==> src/rtl/sample03_pkg.sv <==
// rtl/sample03_pkg.sv - shared defaults and state type for the response capture block
package sample03_pkg;

    localparam int          SIG_W_DEF     = 16;
    localparam int          CNT_W_DEF     = 8;
    localparam logic [15:0] MISR_POLY_DEF = 16'h1021;

    typedef enum logic [1:0] {
        ST_IDLE = 2'd0,
        ST_RUN  = 2'd1,
        ST_DONE = 2'd2
    } state_e;

endpackage

==> src/rtl/misr16.sv <==
// rtl/misr16.sv - multiple-input signature register folding a 3-bit response per enabled cycle
module misr16
    import sample03_pkg::*;
#(
    parameter int               SIG_W = SIG_W_DEF,
    parameter logic [SIG_W-1:0] POLY  = SIG_W'(MISR_POLY_DEF)
) (
    input  logic             clk,
    input  logic             rst,
    input  logic             clr,
    input  logic             en,
    input  logic [2:0]       din,
    output logic [SIG_W-1:0] sig
);

    logic [SIG_W-1:0] sig_q;
    logic [SIG_W-1:0] sig_d;

    always_comb begin
        sig_d = sig_q;
        if (clr) begin
            sig_d = '0;
        end else if (en) begin
            sig_d = {sig_q[SIG_W-2:0], 1'b0}
                  ^ (sig_q[SIG_W-1] ? POLY : '0)
                  ^ {{(SIG_W-3){1'b0}}, din};
        end
    end

    always_ff @(posedge clk or negedge rst) begin
        if (!rst) begin
            sig_q <= '0;
        end else begin
            sig_q <= sig_d;
        end
    end

    assign sig = sig_q;

endmodule

==> src/rtl/sample03_capture.sv <==
// rtl/sample03_capture.sv - captures a window of r/s/t response vectors into a signature and ones-counts
module sample03_capture
    import sample03_pkg::*;
#(
    parameter int               SIG_W     = SIG_W_DEF,
    parameter int               CNT_W     = CNT_W_DEF,
    parameter logic [SIG_W-1:0] MISR_POLY = SIG_W'(MISR_POLY_DEF)
) (
    input  logic             clk,
    input  logic             rst,
    input  logic             start,
    input  logic [CNT_W-1:0] len,
    input  logic             in_valid,
    input  logic             r,
    input  logic             s,
    input  logic             t,
    output logic             busy,
    output logic             done_valid,
    input  logic             done_ready,
    output logic [SIG_W-1:0] sig,
    output logic [CNT_W-1:0] cnt_r,
    output logic [CNT_W-1:0] cnt_s,
    output logic [CNT_W-1:0] cnt_t,
    output logic [CNT_W-1:0] vec_cnt
);

    state_e           state_q, state_d;
    logic [CNT_W-1:0] len_q, len_d;
    logic [CNT_W-1:0] cnt_r_q, cnt_r_d;
    logic [CNT_W-1:0] cnt_s_q, cnt_s_d;
    logic [CNT_W-1:0] cnt_t_q, cnt_t_d;
    logic [CNT_W-1:0] vec_q, vec_d;
    logic             misr_clr;
    logic             misr_en;

    always_comb begin
        state_d  = state_q;
        len_d    = len_q;
        cnt_r_d  = cnt_r_q;
        cnt_s_d  = cnt_s_q;
        cnt_t_d  = cnt_t_q;
        vec_d    = vec_q;
        misr_clr = 1'b0;
        misr_en  = 1'b0;
        case (state_q)
            ST_IDLE: begin
                if (start) begin
                    len_d    = len;
                    cnt_r_d  = '0;
                    cnt_s_d  = '0;
                    cnt_t_d  = '0;
                    vec_d    = '0;
                    misr_clr = 1'b1;
                    state_d  = (len == '0) ? ST_DONE : ST_RUN;
                end
            end
            ST_RUN: begin
                if (in_valid) begin
                    misr_en = 1'b1;
                    // ones-counters saturate rather than wrap
                    if (r && (cnt_r_q != '1)) cnt_r_d = cnt_r_q + 1'b1;
                    if (s && (cnt_s_q != '1)) cnt_s_d = cnt_s_q + 1'b1;
                    if (t && (cnt_t_q != '1)) cnt_t_d = cnt_t_q + 1'b1;
                    vec_d = vec_q + 1'b1;
                    if (vec_d == len_q) state_d = ST_DONE;
                end
            end
            ST_DONE: begin
                if (done_ready) state_d = ST_IDLE;
            end
            default: begin
                state_d = ST_IDLE;
            end
        endcase
    end

    always_ff @(posedge clk or negedge rst) begin
        if (!rst) begin
            state_q <= ST_IDLE;
            len_q   <= '0;
            cnt_r_q <= '0;
            cnt_s_q <= '0;
            cnt_t_q <= '0;
            vec_q   <= '0;
        end else begin
            state_q <= state_d;
            len_q   <= len_d;
            cnt_r_q <= cnt_r_d;
            cnt_s_q <= cnt_s_d;
            cnt_t_q <= cnt_t_d;
            vec_q   <= vec_d;
        end
    end

    misr16 #(
        .SIG_W (SIG_W),
        .POLY  (MISR_POLY)
    ) u_misr (
        .clk (clk),
        .rst (rst),
        .clr (misr_clr),
        .en  (misr_en),
        .din ({r, s, t}),
        .sig (sig)
    );

    assign busy       = (state_q != ST_IDLE);
    assign done_valid = (state_q == ST_DONE);
    assign cnt_r      = cnt_r_q;
    assign cnt_s      = cnt_s_q;
    assign cnt_t      = cnt_t_q;
    assign vec_cnt    = vec_q;

endmodule

==> config.mk <==
export PLATFORM = sky130hd
export DESIGN_NAME = sample03_capture
export DESIGN_NICKNAME = d
export VERILOG_FILES = /design/src/rtl/sample03_pkg.sv /design/src/rtl/misr16.sv /design/src/rtl/sample03_capture.sv
export SDC_FILE = /design/constraint.sdc
export NUM_CORES = 1
export LEC_CHECK = 0
export ABC_CLOCK_PERIOD_IN_PS = 1830
export CAP_MARGIN = 25
export CELL_PAD_IN_SITES_DETAIL_PLACEMENT = 0
export CELL_PAD_IN_SITES_GLOBAL_PLACEMENT = 1
export CORE_MARGIN = 2
export CORE_UTILIZATION = 45
export CTS_BUF_LIST = sky130_fd_sc_hd__clkbuf_8
export DETAILED_ROUTE_END_ITERATION = 6
export DONT_BUFFER_PORTS = 1
export PLACE_DENSITY_LB_ADDON = 0.3
export SYNTH_ARGS = -nofsm -noshare
export SYNTH_HDL_FRONTEND = slang
export SYNTH_HIERARCHICAL = 1
export SYNTH_SLANG_ARGS = --single-unit
==> constraint.sdc <==
create_clock -name clk -period 1.83 [get_ports clk]
set_input_delay 0.366 -clock clk [delete_from_list [all_inputs] [get_ports clk]]
set_output_delay 0.366 -clock clk [all_outputs]
set_load 0.05 [all_outputs]
==> impl_results.md, run 1 <==
- Hold path cells: 2
- GP Congestion: 0.830
- Met2 routed WL: 3680 um
- Hold_sp: len[0]
- RR Startpoint: vec_cnt[1]
- Max Slew Vio Count: 0
- RSZ-0062 raised after global routing: false
- Seq/Total Area, Yosys: 47.3%
- Number of I/O pins: 66
- Share of flip-flops with an asynchronous set or reset: 100%
- DRC violation count after routing: 0
- EDFF count, synth: 0
- Largest family of logic cells by synthesized area: simple AND/OR/NAND/NOR gates
- Via Count: 2,542
- Syn_nets: 344
- Status: complete, no violations
- Worst skew pair latency: between 300 and 400 ps
- Hold slack: 141 ps
- Mapped Area: 3070 um2
- Area of the core: ~6700 um2
- Setup_tns: 0 ps
- Arr. time, crit path: roughly 2000 ps
- I/O Buffers: 0
- Finished Core Util: 56.7%
- WL met1: 3340 um
- Post-CTS Setup Bufs: 0
- Final setup violation count: 0
- Slew headroom: roughly 57%
- CP Launch Type: register
- Flop-to-flop setup slack: 80 ps
- Largest net degree at the start of global routing: 59
- Primary FF master, synth: dfrtp_1
- Highest routed layer: met4
- Synth Area in Simple Gates: between 20 and 25%
- Max-cap violations: 0
- Clk sinks: 58
- Remaining global-route overflow: 0
- Longest Clk Path Bufs: 2
- Clock Skew: 6.29 ps
- Antenna diodes: 0
- Worst-Margin Slew: ~640 ps
- Die width: 86.6 um
- Area growth from synthesis to layout: 23.5%
- PnR Total Power: 6.69 mW
- Iter 0 DRT Violations: 85
- Initial antenna violation count: 0
- Chip Height: 86.6 um
- WHS Endpoint: len_q[0]
- CP max FO: 6
- Via density: 5.57
- Num CTS Buffers: 9
- CTS clk-pin slew, worst paths: 70 ps
- Die ar.: 7490 um2
- Most frequent cells in the layout: buf_4, dfrtp_1, nand2_1
- Row count: 30
- Lkg Pwr: 1.73 nW
- Adder-cell share of the synthesized area: approximately 1.6%
- Tot GR Track Use: about a fifth
- Htree depth: 3
- Commonest non-fill, non-tap cell in the layout: buf_4
- Achievable Freq: 571 MHz
- Post-Synth XOR/XNOR Area: 6.00%
- Met3 routed WL: 463 um
- Worst hold path type: in -> reg
- ANT nets after route: 0
- Crit Path Category: reg -> reg
- Power density over the cells: ~1800 nW/um2
- Syn avg cell area: around 9.5 um2
- # nets final: around 390
- Drt total wl: 7560 um
- Maximum vdd ir drop: 989 uV
- Final Critical Period: 1750 ps
- Yosys Warn Count: 6
- First-pass GRT wire length: 12,300 um
- Clock root buffer: clkbuf_8
- Vias in the first global route: approximately 2,400
- Drt pass-1 iters: 5
- Initial cell density of the core: 45.9%
- Mux cell area share after synthesis: approximately 3.9%
- Gate Count Post-Synth: 324
- R2R Path End: state_q[1]
- Post-route clock period utilization: 95.7%
- Req. time, crit path: 2050 ps
- Hpwl dp: 5420 um
- Worst r2r path cells: 7
- Count of cell types in the netlist: 50
- Register bit total from synthesis: 58
- Complex-gate fraction of the synthesized area: 15.9%
- Final Hold Viols: 0
- Layout cell share with drive strength beyond 1: between 20% and 30%
- Crit. End Element: register
- WL/cell: 16.6 um
- CTS tree: yes
-- cells in the mapped netlist (all sizes together), types with 4 or more instances --
master | instances | area [um2]
mux2i | 12 | 120
o211ai | 7 | 52.6
a211oi | 6 | 45.0
nor2 | 37 | 146
inv | 8 | 30.0
o2111ai | 6 | 52.6
xor2 | 13 | 114
nor3 | 6 | 35.0
nand3 | 6 | 30.0
a21o | 5 | 37.5
dfrtp | 58 | 1450
ha | 4 | 50.1
or4 | 4 | 30.0
buf | 12 | 67.6
o21ai | 19 | 103
nand2 | 48 | 180
and4 | 4 | 35.0
and2 | 4 | 25.0
a31oi | 6 | 43.8
and3 | 6 | 42.5
or3 | 4 | 25.0
xnor2 | 8 | 70.1
a21oi | 9 | 45.0
-- final cells by class --
cell class | count | area [um2]
repair buffers | 51 | 418
multi-input cells | 243 | 1600
inverters | 8 | 30.0
well taps | 80 | 100
clock inverters | 6 | 41.3
flip-flops and latches | 58 | 1470
clock buffers | 10 | 138
fillers | 621 | 2890
-- worst max-delay path: stages, from the launching register on --
cell and delay, ps:
dfrtp_2 460, ha_4 180, buf_4 140, nand2b_1 160
a21o_1 180, a31oi_1 290, nor4b_4 90, a21o_1 160
-- cell families (layout without fill, tap and decap cells) --
group / count (synthesis) / in the layout
compound gates: 72 / 72
xor+xnor: 21 / 21
fa+ha+maj: 4 / 4
buf+inv: 23 / 75
flops: 58 / 58
mux: 12 / 12
simple gates: 134 / 134
-- worst max path at each step --
| stage | startpoint | to | cells after the start |
|---|---|---|---|
| 2_1_floorplan | cnt_r[0] | cnt_r[5] | 6 |
| 3_3_place_gp | state_q[1] | cnt_r[6] | 6 |
| 3_5_place_dp | cnt_s[0] | cnt_s[5] | 6 |
| 4_1_cts | cnt_s[0] | cnt_s[5] | 6 |
| 5_1_grt | vec_cnt[1] | state_q[0] | 6 |
| 6_report | vec_cnt[1] | state_q[1] | 7 |
-- sequential cells by signal, indices dropped and copies added (netlist names) --
name	count
cnt_r	8
cnt_s	8
cnt_t	8
len_q	8
state_q	2
u_misr/sig	16
vec_cnt	8
-- power by group --
group | internal, mW | leakage, nW | total, mW | switching [mW]
clock | 0.527 | 0.0847 | 1.06 | 0.532
combinational | 1.03 | 0.918 | 2.86 | 1.84
sequential | 1.75 | 0.729 | 2.77 | 1.02
-- routing by layer --
metal	up-vias	GRT usage [%]
met5	-	0
met4	0	6.82
met3	7	7.24
met2	72	32.0
met1	1220	29.0
li1	1243	-
-- metrics by stage --
| stage | cell area, um2 | setup slack [ps] | instances |
|---|---|---|---|
| 2_1_floorplan | 3090 | 1.80 | 324 |
| 3_3_place_gp | 3490 | 101 | 438 |
| 3_5_place_dp | 3490 | 54.0 | 438 |
| 4_1_cts | 3710 | 30.7 | 456 |
| 5_1_grt | 3790 | 11.8 | 456 |
| 6_report | 3790 | 78.6 | 456 |
-- repair_timing --
action / CTS / global route
gates resized for setup: 0 / 13
endpoints found under the hold margin: 58 / 0
endpoints found under the setup margin: 0 / 31
hold buffers: 2 / 0
Note: power is estimated with default switching activity, not from simulation.
==> inputs of run 2 (changes only) <==
--- a/config.mk
+++ b/config.mk
@@ -15,6 +15,7 @@
 export DETAILED_ROUTE_END_ITERATION = 6
 export DONT_BUFFER_PORTS = 1
 export PLACE_DENSITY_LB_ADDON = 0.3
+export SKIP_LAST_GASP = 1
 export SYNTH_ARGS = -nofsm -noshare
 export SYNTH_HDL_FRONTEND = slang
 export SYNTH_HIERARCHICAL = 1
==> impl_results.md, run 2 (synthesis results as in run 1) <==
- Initial cell density of the core: 45.9% (unchanged)
- WHS Endpoint: len_q[0] (unchanged)
- Area after DPL: 3490 um2 (unchanged)
- Htree depth: 3 (unchanged)
- Worst slack, placed: 54.0 ps (unchanged)
- Remaining global-route overflow: 0 (unchanged)
- Status: complete, no violations (unchanged)
- Via Count: 2,538 (was 2,542)
- Final Critical Period: 1750 ps (about the same)
- CTS clk-pin slew, worst paths: 70 ps (about the same)
- Antenna diodes: 0 (unchanged)
- R2R Path End: cnt_s[5] (was state_q[1])
- Register share of total power: 41.4% (about the same)
- Die width: 86.6 um (unchanged)
- Hpwl dp: 5420 um (unchanged)
- Layout cell share with drive strength beyond 1: 24.7% (was 25.3%)
- Worst r2r path cells: 6 (was 7)
- Worst-Margin Slew: 643 ps (was 642 ps)
- RSZ-0062 raised after global routing: true (was false)
- Post-route design area: 3780 um2 (was 3790 um2)
- CP max FO: 4 (was 6)
- Max Slew Vio Count: 0 (unchanged)
- Max FFs per register: 16 (unchanged)
- Longest Clk Path Bufs: 2 (unchanged)
- Drt pass-1 iters: 5 (unchanged)
- Flop-to-flop setup slack: 80 ps (about the same)
- CP Launch Type: register (unchanged)
- Tot GR Track Use: 21.3% (unchanged)
- Max-cap violations: 0 (unchanged)
- Most frequent cells in the layout: buf_4, dfrtp_1, nand2_1 (unchanged)
- Slew headroom: 57.2% (about the same)
- Achievable Freq: 571 MHz (about the same)
- Final Hold Viols: 0 (unchanged)
- RR Startpoint: cnt_s[0] (was vec_cnt[1])
- DRC violation count after routing: 0 (unchanged)
- Comb power frac: 42.8% (about the same)
- Hold_sp: len[0] (unchanged)
- PnR Total Power: 6.69 mW (about the same)
- Req. time, crit path: 2090 ps (was 2050 ps)
- Via density: 5.57 (about the same)
- Net switching power: 3.38 mW (about the same)
- Maximum vdd ir drop: 991 uV (was 989 uV)
- Crit Path Category: reg -> reg (unchanged)
- Number of I/O pins: 66 (unchanged)
- Commonest non-fill, non-tap cell in the layout: buf_4 (unchanged)
- Die ar.: 7490 um2 (unchanged)
- First-pass GRT wire length: 12,300 um (unchanged)
- Worst Setup Slack, final: 79.8 ps (was 78.6 ps)
- Setup_tns: 0 ps (unchanged)
- Arr. time, crit path: 2010 ps (was 1970 ps)
- Num CTS Buffers: 9 (unchanged)
- # nets final: 391 (unchanged)
- I/O Buffers: 0 (unchanged)
- Post-route insts no fill: 456 (unchanged)
- Crit. End Element: register (unchanged)
- Clock root buffer: clkbuf_8 (unchanged)
- Hold path cells: 2 (unchanged)
- Largest net degree at the start of global routing: 59 (unchanged)
- Post-route clock period utilization: 95.6% (was 95.7%)
- Pint: 3.30 mW (was 3.31 mW)
- Placed Cells: 438 (unchanged)
- Area growth from synthesis to layout: 23.2% (was 23.5%)
- Vias in the first global route: 2,393 (unchanged)
- Row count: 30 (unchanged)
- Worst skew pair latency: 330 ps (about the same)
- Initial antenna violation count: 0 (unchanged)
- CTS tree: yes (unchanged)
- Area of the core: 6680 um2 (unchanged)
- Clock share of power: 15.8% (about the same)
- Power density over the cells: 1770 nW/um2 (about the same)
- Chip Height: 86.6 um (unchanged)
- Switch share: 50.6% (about the same)
- Worst hold path type: in -> reg (unchanged)
- WL/cell: 16.6 um (about the same)
- Final setup violation count: 0 (unchanged)
- Clk sinks: 58 (unchanged)
- Drt total wl: 7570 um (was 7560 um)
- Lkg Pwr: 1.73 nW (about the same)
- CP startpoint: cnt_s[0] (was vec_cnt[1])
- Iter 0 DRT Violations: 92 (was 85)
- GP Congestion: 0.830 (unchanged)
- Clock Skew: 5.79 ps (was 6.29 ps)
- ANT nets after route: 0 (unchanged)
-- run 2: layout make-up --
class	count	area [um2]
Clock buffer	10	138
Clock inverter	6	41.3
Fill cell	622	2900
Inverter	8	30.0
Multi-Input combinational cell	243	1590
Sequential cell	58	1470
Tap cell	80	100
Timing Repair Buffer	51	418
-- run 2: power by group through the flow --
stage	sequential (mW)	combinational (mW)	clock (mW)
final	2.77	2.86	1.06
after global placement	2.76	2.71	0
after detailed placement	2.78	2.75	0
after global routing	2.83	3.13	1.15
after CTS	2.76	2.80	1.09
after floorplan	3.46	1.27	0
-- run 2: metrics by stage --
step | hold WS, ps | util (%)
4_1_cts | 128 | 55.5
3_5_place_dp | 71.6 | 52.3
2_1_floorplan | 70.4 | -
6_report | 140 | 56.6
3_3_place_gp | 71.7 | 52.3
5_1_grt | 124 | 56.6
-- run 2: critical path, cell delays in order (launching register included) --
cell and delay (ps):
dfrtp_2 400, ha_1 200, and2_1 210, a31oi_4 240, o21ai_1 130, or3_1 360, a21oi_1 140
-- run 2: what timing repair did --
| action | CTS | global route |
|---|---|---|
| resized for setup | 0 | 11 |
| endpoints found under the setup margin | 0 | 31 |
| endpoints found under the hold margin | 58 | 0 |
| setup buffers | 0 | 0 |
| hold buffers | 2 | 0 |
-- run 2: worst max path at each step --
stage               end  depth (start not counted)
2_1_floorplan  cnt_r[5]                          6
3_3_place_gp   cnt_r[6]                          6
3_5_place_dp   cnt_s[5]                          6
4_1_cts        cnt_s[5]                          6
5_1_grt        cnt_s[5]                          6
6_report       cnt_s[5]                          6
-- run 2: per-layer routing --
metal | GRT usage, % | wire length [um] | up-vias
met4 | 6.82 | 100 | 0
met1 | 29.0 | 3360 | 1214
met3 | 7.24 | 478 | 10
met5 | 0 | 0 | -
li1 | - | - | 1243
met2 | 32.0 | 3630 | 71
==> inputs of run 3 (changes only) <==
--- a/config.mk
+++ b/config.mk
@@ -5,10 +5,10 @@
 export SDC_FILE = /design/constraint.sdc
 export NUM_CORES = 1
 export LEC_CHECK = 0
-export ABC_CLOCK_PERIOD_IN_PS = 1830
 export CAP_MARGIN = 25
 export CELL_PAD_IN_SITES_DETAIL_PLACEMENT = 0
 export CELL_PAD_IN_SITES_GLOBAL_PLACEMENT = 1
+export CORE_ASPECT_RATIO = 0.7
 export CORE_MARGIN = 2
 export CORE_UTILIZATION = 45
 export CTS_BUF_LIST = sky130_fd_sc_hd__clkbuf_8
==> impl_results.md, run 3 (synthesis results as in run 1) <==
- Via density: 5.45 (was 5.57)
- Vias in the first global route: 2,515 (was 2,393)
- Pint: 3.50 mW (was 3.30 mW)
- Iter 0 DRT Violations: 133 (was 92)
- Hpwl dp: 5580 um (was 5420 um)
- Worst skew pair latency: 340 ps (was 330 ps)
- GP Congestion: 0.827 (was 0.830)
- Fillers: 653 (was 622)
- Maximum vdd ir drop: 649 uV (was 991 uV)
- Commonest non-fill, non-tap cell in the layout: buf_4 (unchanged)
- Setup_tns: 0 ps (unchanged)
- # nets final: 397 (was 391)
- Number of I/O pins: 66 (unchanged)
- Max Slew Vio Count: 0 (unchanged)
- CP max FO: 4 (unchanged)
- Status: complete, no violations (unchanged)
- Worst hold path type: in -> reg (unchanged)
- Initial antenna violation count: 0 (unchanged)
- Hold slack: 125 ps (was 140 ps)
- Power density over the cells: 1790 nW/um2 (was 1770 nW/um2)
- Layout cell share with drive strength beyond 1: 25.9% (was 24.7%)
- Clk sinks: 58 (unchanged)
- PnR Total Power: 6.88 mW (was 6.69 mW)
- Drt total wl: 7640 um (was 7570 um)
- WL/cell: 16.0 um (was 16.6 um)
- First-pass GRT wire length: 12,600 um (was 12,300 um)
- Arr. time, crit path: 1970 ps (was 2010 ps)
- Chip Height: 73.1 um (was 86.6 um)
- Largest net degree at the start of global routing: 59 (unchanged)
- Lkg Pwr: 1.77 nW (was 1.73 nW)
- Comb power frac: 41.2% (was 42.8%)
- Antenna diodes: 0 (unchanged)
- Remaining global-route overflow: 0 (unchanged)
- Clock Skew: 5.50 ps (was 5.79 ps)
- Num CTS Buffers: 9 (unchanged)
- Crit. End Element: register (unchanged)
- Achievable Freq: 573 MHz (was 571 MHz)
- Slew headroom: 56.9% (was 57.2%)
- Net switching power: 3.38 mW (about the same)
- Final Hold Viols: 0 (unchanged)
- RSZ-0062 raised after global routing: true (unchanged)
- Clock share of power: 17.8% (was 15.8%)
- CP Launch Type: register (unchanged)
- Via Count: 2,594 (was 2,538)
- I/O Buffers: 0 (unchanged)
- Max FFs per register: 16 (unchanged)
- Switch share: 49.2% (was 50.6%)
- Post-route design area: 3830 um2 (was 3780 um2)
- Crit Path Category: reg -> reg (unchanged)
- Register share of total power: 41.0% (was 41.4%)
- Drt pass-1 iters: 4 (was 5)
- Die width: 103 um (was 86.6 um)
- Htree depth: 3 (unchanged)
- CTS clk-pin slew, worst paths: 70 ps (about the same)
- CTS tree: yes (unchanged)
- Final Critical Period: 1750 ps (about the same)
- Worst-Margin Slew: 646 ps (was 643 ps)
- Final setup violation count: 0 (unchanged)
- Req. time, crit path: 2050 ps (was 2090 ps)
- Area growth from synthesis to layout: 24.9% (was 23.2%)
- Area of the core: 6660 um2 (was 6680 um2)
- Area after DPL: 3530 um2 (was 3490 um2)
- Post-route clock period utilization: 95.4% (was 95.6%)
- DRC violation count after routing: 0 (unchanged)
- Die ar.: 7500 um2 (was 7490 um2)
- ANT nets after route: 0 (unchanged)
- Finished Core Util: 57.5% (was 56.6%)
- Most frequent cells in the layout: buf_4, nand2_1, dfrtp_1 (was buf_4, dfrtp_1, nand2_1)
- Max-cap violations: 0 (unchanged)
- Row count: 25 (was 30)
- Longest Clk Path Bufs: 2 (unchanged)
- Clock root buffer: clkbuf_8 (unchanged)
- Tot GR Track Use: 22.2% (was 21.3%)
- Initial cell density of the core: 46.0% (was 45.9%)
## run 3: final cells by class
cell class / count / area [um2] / share of cell area (%)
clock buffer: 11 / 151 / 3.95
multi-input combinational: 243 / 1550 / 40.5
inverter: 8 / 30.0 / 0.784
clock inverter: 5 / 53.8 / 1.40
timing repair buffer: 57 / 463 / 12.1
tap: 94 / 118 / 3.07
sequential: 58 / 1470 / 38.2
## run 3: critical path, cell delays in order, from the launching register on
cell and delay (ps):
dfrtp_2 400, buf_4 130, buf_4 210, nand3_1 160, o221a_2 340, nor4b_4 280
o21ai_0 100
## run 3: layer usage
metal / vias up / global-route usage [%] / wire [um]
li1: 1267 / - / -
met1: 1246 / 31.1 / 3700
met2: 73 / 31.9 / 3320
met3: 8 / 8.14 / 547
met4: 0 / 6.96 / 77
met5: - / 0 / 0
## run 3: metrics by stage
stage | instances | setup slack [ps]
finish | 476 | 84.3
detailed placement | 454 | 65.8
global route | 476 | -29.3
CTS | 472 | 56.1
global placement | 454 | 139
floorplan | 324 | 1.80
## run 3: timing repair
item                       4_1_cts  5_1_grt
hold buffers                     2        0
setup endpoints to repair        0       31
hold endpoints to repair        58        0
resized for setup                0        6
setup buffers                    0        4
## run 3: worst paths after layout
| check | start | endpoint | slack (ps) | depth (start not counted) |
|---|---|---|---|---|
| worst min register to register | len_q[2] | len_q[2] | 510 | 2 |
| min in group asynchronous | rst | cnt_t[4] | 560 | 2 |
| worst max-delay path | vec_cnt[0] | state_q[0] | 80 | 6 |
| max in group asynchronous | rst | cnt_s[0] | 1010 | 2 |
| worst max register to register | vec_cnt[0] | state_q[0] | 80 | 6 |
| worst min-delay path | len[4] | len_q[4] | 120 | 2 |
## run 3: power by group through the flow
stage	registers (mW)	logic [mW]	clock network, mW
finish	2.82	2.84	1.22
floorplan	3.46	1.27	0
global route	2.89	3.10	1.32
detailed placement	2.84	2.70	0
global placement	2.83	2.65	0
CTS	2.82	2.74	1.25
